==> config.mk <==
export PLATFORM = sky130hd
export DESIGN_NAME = mips_regfile_flat
export DESIGN_NICKNAME = d
export VERILOG_FILES = /design/src/rtl/mips_pkg.sv /design/src/rtl/mips_regfile_if.sv /design/src/rtl/mips_regfile.sv /design/src/flat_wrapper.sv
export SDC_FILE = /design/constraint.sdc
export NUM_CORES = 2
export LEC_CHECK = 0
export ABC_AREA = 1
export CAP_MARGIN = 20
export CORE_MARGIN = 2
export CORE_UTILIZATION = 30
export DETAILED_ROUTE_END_ITERATION = 16
export PLACE_DENSITY = 0.47
export SLEW_MARGIN = 40
export SYNTH_ARGS = -nofsm -noshare
export SYNTH_HDL_FRONTEND = slang
export SYNTH_SLANG_ARGS = --single-unit
==> constraint.sdc <==
create_clock -name clk -period 5.9 [get_ports clk]
set_clock_uncertainty 0.2 [all_clocks]
set_input_delay 1.18 -clock clk [delete_from_list [all_inputs] [get_ports clk]]
set_output_delay 1.18 -clock clk [all_outputs]
set_load 0.01 [all_outputs]
==> src/rtl/mips_pkg.sv <==
// Shared MIPS datapath constants: register-file geometry, named registers, ALUctl encodings.
package mips_pkg;

    localparam int REG_ADDR_W = 5;
    localparam int REG_DATA_W = 32;
    localparam int NUM_REGS   = 32;

    localparam logic [REG_ADDR_W-1:0] ZERO_REG = 5'd0;
    localparam logic [REG_ADDR_W-1:0] SP       = 5'd29;
    localparam logic [REG_ADDR_W-1:0] RA       = 5'd31;

    // Encodings shared with the ALU and the ALU control decoder
    typedef enum logic [3:0] {
        ALU_AND = 4'd0,
        ALU_OR  = 4'd1,
        ALU_ADD = 4'd2,
        ALU_SUB = 4'd6,
        ALU_SLT = 4'd7,
        ALU_NOR = 4'd12
    } alu_ctl_t;

endpackage

==> src/rtl/mips_regfile_if.sv <==
// Register-file access bundle: two read ports, one write port, one debug read port.
// master = datapath/bench side, slave = register file.
interface mips_regfile_if #(
    parameter int DATA_W = 32,
    parameter int ADDR_W = 5
);
    logic [ADDR_W-1:0] ReadReg1;
    logic [ADDR_W-1:0] ReadReg2;
    logic [ADDR_W-1:0] WriteReg;
    logic [DATA_W-1:0] WriteData;
    logic              RegWrite;
    logic [ADDR_W-1:0] DbgReg;
    logic [DATA_W-1:0] ReadData1;
    logic [DATA_W-1:0] ReadData2;
    logic [DATA_W-1:0] DbgData;

    modport master (
        output ReadReg1, ReadReg2, WriteReg, WriteData, RegWrite, DbgReg,
        input  ReadData1, ReadData2, DbgData
    );

    modport slave (
        input  ReadReg1, ReadReg2, WriteReg, WriteData, RegWrite, DbgReg,
        output ReadData1, ReadData2, DbgData
    );
endinterface

==> src/rtl/mips_regfile.sv <==
// MIPS GPR file: 2 async read ports + async debug port, 1 write port, zero read latency, 1-cycle write.
// No backpressure; reg 0 reads as 0. `define MIPS_REGFILE_BYPASS_EN adds WriteData write-through on ReadData1/2.
module mips_regfile
    import mips_pkg::*;
#(
    parameter int DATA_W = REG_DATA_W,
    parameter int ADDR_W = REG_ADDR_W
) (
    input  logic                 clk,
    input  logic                 rst_n,
    mips_regfile_if.slave        rf
);

    localparam int                NREGS     = 2 ** ADDR_W;
    localparam logic [ADDR_W-1:0] ZERO_ADDR = ADDR_W'(ZERO_REG);

    logic [DATA_W-1:0] regs_q [NREGS];
    logic [DATA_W-1:0] regs_d [NREGS];

    logic [ADDR_W-1:0] rd_addr [2];
    logic [DATA_W-1:0] rd_data [2];

    always_comb begin
        regs_d = regs_q;
        if (rf.RegWrite && (rf.WriteReg != ZERO_ADDR)) begin
            regs_d[rf.WriteReg] = rf.WriteData;
        end
    end

    // Reset holds the array at zero, so writes presented during reset are dropped
    always_ff @(posedge clk or negedge rst_n) begin
        if (!rst_n) begin
            for (int i = 0; i < NREGS; i++) begin
                regs_q[i] <= '0;
            end
        end else begin
            regs_q <= regs_d;
        end
    end

    assign rd_addr[0] = rf.ReadReg1;
    assign rd_addr[1] = rf.ReadReg2;

    for (genvar p = 0; p < 2; p++) begin : g_rd
        logic byp_hit;
`ifdef MIPS_REGFILE_BYPASS_EN
        assign byp_hit = rst_n && rf.RegWrite &&
                         (rd_addr[p] == rf.WriteReg) && (rf.WriteReg != ZERO_ADDR);
`else
        assign byp_hit = 1'b0;
`endif
        assign rd_data[p] = (rd_addr[p] == ZERO_ADDR) ? '0 :
                            byp_hit                   ? rf.WriteData :
                                                        regs_q[rd_addr[p]];
    end

    assign rf.ReadData1 = rd_data[0];
    assign rf.ReadData2 = rd_data[1];

    // Debug port always shows committed state, never the in-flight write
    assign rf.DbgData = (rf.DbgReg == ZERO_ADDR) ? '0 : regs_q[rf.DbgReg];

endmodule
==> src/flat_wrapper.sv <==
// flat-port wrapper written by rule: the top's interface ports become plain ports
module mips_regfile_flat import mips_pkg::*;
#(
    parameter int DATA_W = REG_DATA_W,
    parameter int ADDR_W = REG_ADDR_W
)
  (clk, rst_n, rf_ReadReg1, rf_ReadReg2, rf_WriteReg, rf_WriteData, rf_RegWrite, rf_DbgReg, rf_ReadData1, rf_ReadData2, rf_DbgData);
  mips_regfile_if #(.DATA_W(DATA_W), .ADDR_W(ADDR_W)) rf_i ();
  input  logic clk;
  input  logic rst_n;
  input wire logic [$bits(rf_i.ReadReg1)-1:0] rf_ReadReg1;
  input wire logic [$bits(rf_i.ReadReg2)-1:0] rf_ReadReg2;
  input wire logic [$bits(rf_i.WriteReg)-1:0] rf_WriteReg;
  input wire logic [$bits(rf_i.WriteData)-1:0] rf_WriteData;
  input wire logic [$bits(rf_i.RegWrite)-1:0] rf_RegWrite;
  input wire logic [$bits(rf_i.DbgReg)-1:0] rf_DbgReg;
  output wire logic [$bits(rf_i.ReadData1)-1:0] rf_ReadData1;
  output wire logic [$bits(rf_i.ReadData2)-1:0] rf_ReadData2;
  output wire logic [$bits(rf_i.DbgData)-1:0] rf_DbgData;
  assign rf_i.ReadReg1 = rf_ReadReg1;
  assign rf_i.ReadReg2 = rf_ReadReg2;
  assign rf_i.WriteReg = rf_WriteReg;
  assign rf_i.WriteData = rf_WriteData;
  assign rf_i.RegWrite = rf_RegWrite;
  assign rf_i.DbgReg = rf_DbgReg;
  assign rf_ReadData1 = rf_i.ReadData1;
  assign rf_ReadData2 = rf_i.ReadData2;
  assign rf_DbgData = rf_i.DbgData;
  mips_regfile #(.DATA_W(DATA_W), .ADDR_W(ADDR_W)) u_core (.clk(clk), .rst_n(rst_n), .rf(rf_i));
endmodule
Word-level counts from Yosys, hierarchy flattened
Cells that the tools add are included.
{"block": "totals", "register_bits": 1024, "elab_cells": 62}
{"block": "classes", "magnitude_cmp": 5, "n_mux": 15, "n_bitwise": 4, "reduce_logical": 6}
{"cell": "$bwmux 1024", "n": 1}
{"cell": "$bmux 32 s5", "n": 3}
{"cell": "$mux 32", "n": 10}
{"cell": "$demux 32 s5", "n": 1}
{"cell": "$ge 6x6->1 const B", "n": 4}
{"cell": "$not 5->6", "n": 4}
{"cell": "$logic_not 5->1", "n": 3}
{"cell": "$lt 6x1->1 const B", "n": 1}
{"cell": "$reduce_bool 5->1", "n": 1}
{"cell": "$logic_and 1x1->1", "n": 2}

Longest topological paths before layout
{"block": "logic_depth", "depth_word": 6, "mapped_depth": 13, "ltp_nobuf": 9}

Worst setup path before layout
No wires, ideal clock.
{"block": "synth_path", "path_kind": "input-to-output", "start": "input rf_DbgReg[1]", "end": "output rf_DbgData[0]", "arrival_ps": 2706, "t_required_ps": 4520, "path_slack_ps": 1814, "stages": 11, "n_path_buf": 4, "cell_sequence": "clkbuf_1 inv_1 clkbuf_1 clkbuf_1 clkbuf_1 a21oi_1 o21ai_0 a21oi_1 nor2_1 nor2_1 nor2_1"}
{"block": "synth_between", "elab_chain_cells": 5, "word_cells_on_any_way": 6, "classes_between": "mux: 4; bitwise: 1; reduce/logical: 1"}
{"item": "from (decl)", "line": "flat_wrapper.sv:16", "source": "input wire logic [$bits(rf_i.DbgReg)-1:0] rf_DbgReg;"}
{"item": "$not 5->6 (implied by the code)", "line": "mips_regfile.sv:61", "source": "assign rf.DbgData = (rf.DbgReg == ZERO_ADDR) ? '0 : regs_q[rf.DbgReg];"}
{"item": "$bmux 32 s5", "line": "mips_regfile.sv:61"}
{"item": "$mux 32 (implied by the code) (2 in series)", "line": "mips_regfile.sv:61"}
{"item": "$mux 32 *", "line": "mips_regfile.sv:61"}
{"item": "to (decl)", "line": "flat_wrapper.sv:19", "source": "output wire logic [$bits(rf_i.DbgData)-1:0] rf_DbgData;"}
Mark *: on every way between the ends. The rest lies on a longest branch, timed or not. The select of a mux whose other input is x is not followed.

Final worst setup path
{"block": "layout_path", "start": "input rf_ReadReg1[0]", "end": "output rf_ReadData1[26]"}
{"block": "layout_between", "elab_chain_cells": 5, "word_cells_on_any_way": 6, "classes_between": "mux: 4; bitwise: 1; reduce/logical: 1"}
{"item": "from (decl)", "line": "flat_wrapper.sv:11", "source": "input wire logic [$bits(rf_i.ReadReg1)-1:0] rf_ReadReg1;"}
{"item": "$not 5->6 (implied by the code)", "line": "mips_regfile.sv:54", "source": "regs_q[rd_addr[p]];"}
{"item": "$bmux 32 s5", "line": "mips_regfile.sv:54"}
{"item": "$mux 32 (implied by the code) (2 in series)", "line": "mips_regfile.sv:54"}
{"item": "$mux 32 *", "line": "mips_regfile.sv:52", "source": "assign rd_data[p] = (rd_addr[p] == ZERO_ADDR) ? '0 :"}
{"item": "to (decl)", "line": "flat_wrapper.sv:17", "source": "output wire logic [$bits(rf_i.ReadData1)-1:0] rf_ReadData1;"}
Marks and branches as above.

==> results.cfg <==
[synth]
yosysUniqueCellTypes = 17
seq_area_frac_synth = 0.386
yosysWarningCount = 0
syn-num-nets = 10800
netlist_instances = 10700
synth_top_cell_area_share = 0.386
synth_area_um2 = 66400
synth_area_leaders = dfrtp_1 (39%), nand2_1 (26%), nand3_1 (16%), o21ai_0 (7.6%), clkbuf_1 (4.8%)
avgSynthCellArea_um2 = 6.20
ys_ff_latch = 1024
yosysTopAreaCell = dfrtp_1

[worst_setup_path]
r2r-start = u_core.regs_q[1]
cp_cell_sequence = buf_8 -> inv_8 -> buf_12 -> buf_12 -> nand2_1 -> nand3_1 -> nand3_1 -> nand2_1 -> nand2_1 -> nand3_1 -> nand2_1 -> nor2_1 -> clkdlybuf4s50_1
r2r_slack_ns = 4.90
crit_fanout = 41
cp_top_family = buffers and inverters
worst-setup-path-type = primary input to output port
crit_path_top_delay_cell = clkdlybuf4s50_1
crit_buf_inv = 5
reg2reg_depth = 2
end_kind = output port
r2r_end = u_core.regs_q[1]
crit_required_ns = 4.52
max_stage_delay_ns = 0.67
crit_top_cell = nand2_1
cp-start-kind = primary input
critPathArrivalTime_ns = 4.22

[power]
power_leakage_nw = 35.0
ir_drop_v = 0.000316
powerDensity_nw_per_um2 = 317
total_power_w = 0.0242

[floorplan]
die_y_um = 474
rows = 172
core-area_um2 = 220000
start_util = 0.302
die-area_um2 = 225000
dieWidth_um = 474
io-pin-count = 151

[detailed_routing]
routed_wl_um = 339000
drt-vias-per-instance = 5.59
wl_per_cell_um = 25.4
dr.first_iter.drc_count = 10100
drc = 0
dr.pass1.iters = 9
antenna_left = 0
vias = 74700

[cells_and_area]
largest_reg_flops = 1024
n_antenna_cell = 0
final_util = 0.347
fin_cells = 13300
fin_nets = 10300
final_common_cell = nand2_1
n_fill_cell = 24000
reg.largest.list = u_core.regs_q: 1024 flops
mostFrequentLayoutCells = nand2_1 (4608), nand3_1 (2065), dfrtp_1 (1024)
regMostFlops = u_core.regs_q
area_growth_pct = 15.0
layout-drive-gt1-share = 0.0571

[clocking]
post-cts-setup-buffer-count = 0
cts_tree = done
clock-sinks = 1024
cts_resized = 0
cts.root.buffer_cell = clkbuf_16
clk_latency_ns = 0.80
htreeDepth = 4
cts.reportedPaths.clkPinSlew_ns = 0.05
cts.path.max_buffers = 3
cts_made_buffers = 134
cts_hold_buf = 0

[sta]
hold_violations = 0
slew_headroom = 0.405
fin_crit_ns = 5.60
setup_viol = 0
worstMarginPinSlew_ns = 0.892
final_max_slew_viol_count = 0
setup_tns_ns = 0
grt_setup_unrepaired = false
setup_ws_ns = 0.300
fin_crit_sh = 0.949
fmax_mhz = 179

[place]
dpl.cell_count = 13100
dp_slack_ns = 0.454
portBuffers = 150
gp_congestion = 0.877
place_hpwl_um = 190000

[global_routing]
overflow = 0
grt_max_degree = 121
antenna_found_initial = 4
grt_pass1_vias = 70300
track_usage = 0.295
grt_pass1_wl_um = 495000

[min_path]
hold_path_class = primary input to async pin

[outcome]
status = complete, no violations

[flow_run]
max-cap-violations = 0
-- worst reg2reg max path, cell delays in order (launching register included) --
cell     delay [ns]
dfrtp_1        0.44
nand2_1        0.09
o21ai_0        0.12
-- cell usage after synthesis (all sizes together) --
cell       n
nand2   4635
nand3   2068
o21ai   1055
dfrtp   1024
clkbuf   852
nor2     482
a21oi    339
buf      128
inv      110
nor3      11
clkinv     4
nor4       2
nor3b      1
-- stage by stage --
| stage | area, um2 | hold slack [ns] |
|---|---|---|
| 2_1_floorplan | 66400 | 0.253 |
| 3_3_place_gp | 71600 | 0.208 |
| 3_5_place_dp | 71700 | 0.211 |
| 4_1_cts | 76300 | 0.219 |
| 5_1_grt | 76300 | 0.0309 |
| 6_report | 76300 | 0.0250 |
-- layer usage --
metal	track usage	part of all wire
met1	0.396	0.42
met2	0.455	0.44
met3	0.0528	0.089
met4	0.147	0.053
met5	0	0.000032
-- cell families (layout without fill, tap and decap cells) --
| kind of cell | after synthesis | in the layout | share of synthesized area |
|---|---|---|---|
| compound gates | 1394 | 1394 | 0.105 |
| buf+inv | 1094 | 773 | 0.0624 |
| flops | 1024 | 1024 | 0.386 |
| simple gates | 7199 | 7199 | 0.447 |
-- power breakdown --
part | leakage [nW] | internal [W] | switching, W
clock network | 2.27 | 0.00524 | 0.00352
registers | 13.2 | 0.00834 | 0.00148
logic | 19.5 | 0.00204 | 0.00355
-- cell type report --
type                    count  area, um2  share of cell area
repair buffers            422       4920              0.0644
multi-input cells        8593      37000               0.485
well taps                2958       3700              0.0485
flip-flops and latches   1024      25600               0.336
inverters                 114        503             0.00659
clock inverters            44        556             0.00728
clock buffers             193       4020              0.0527
-- how the worst max path moves through the flow --
stage	start	end	cells past startpoint
finish	rf_ReadReg1[0]	rf_ReadData1[26]	13
global route	rf_ReadReg1[0]	rf_ReadData1[26]	13
CTS	rf_ReadReg1[0]	rf_ReadData1[26]	13
detailed placement	rf_ReadReg1[0]	rf_ReadData1[26]	13
global placement	rf_ReadReg1[0]	rf_ReadData1[26]	13
floorplan	rf_DbgReg[1]	rf_DbgData[0]	11
No activity file was read; power rests on OpenSTA's default activity.
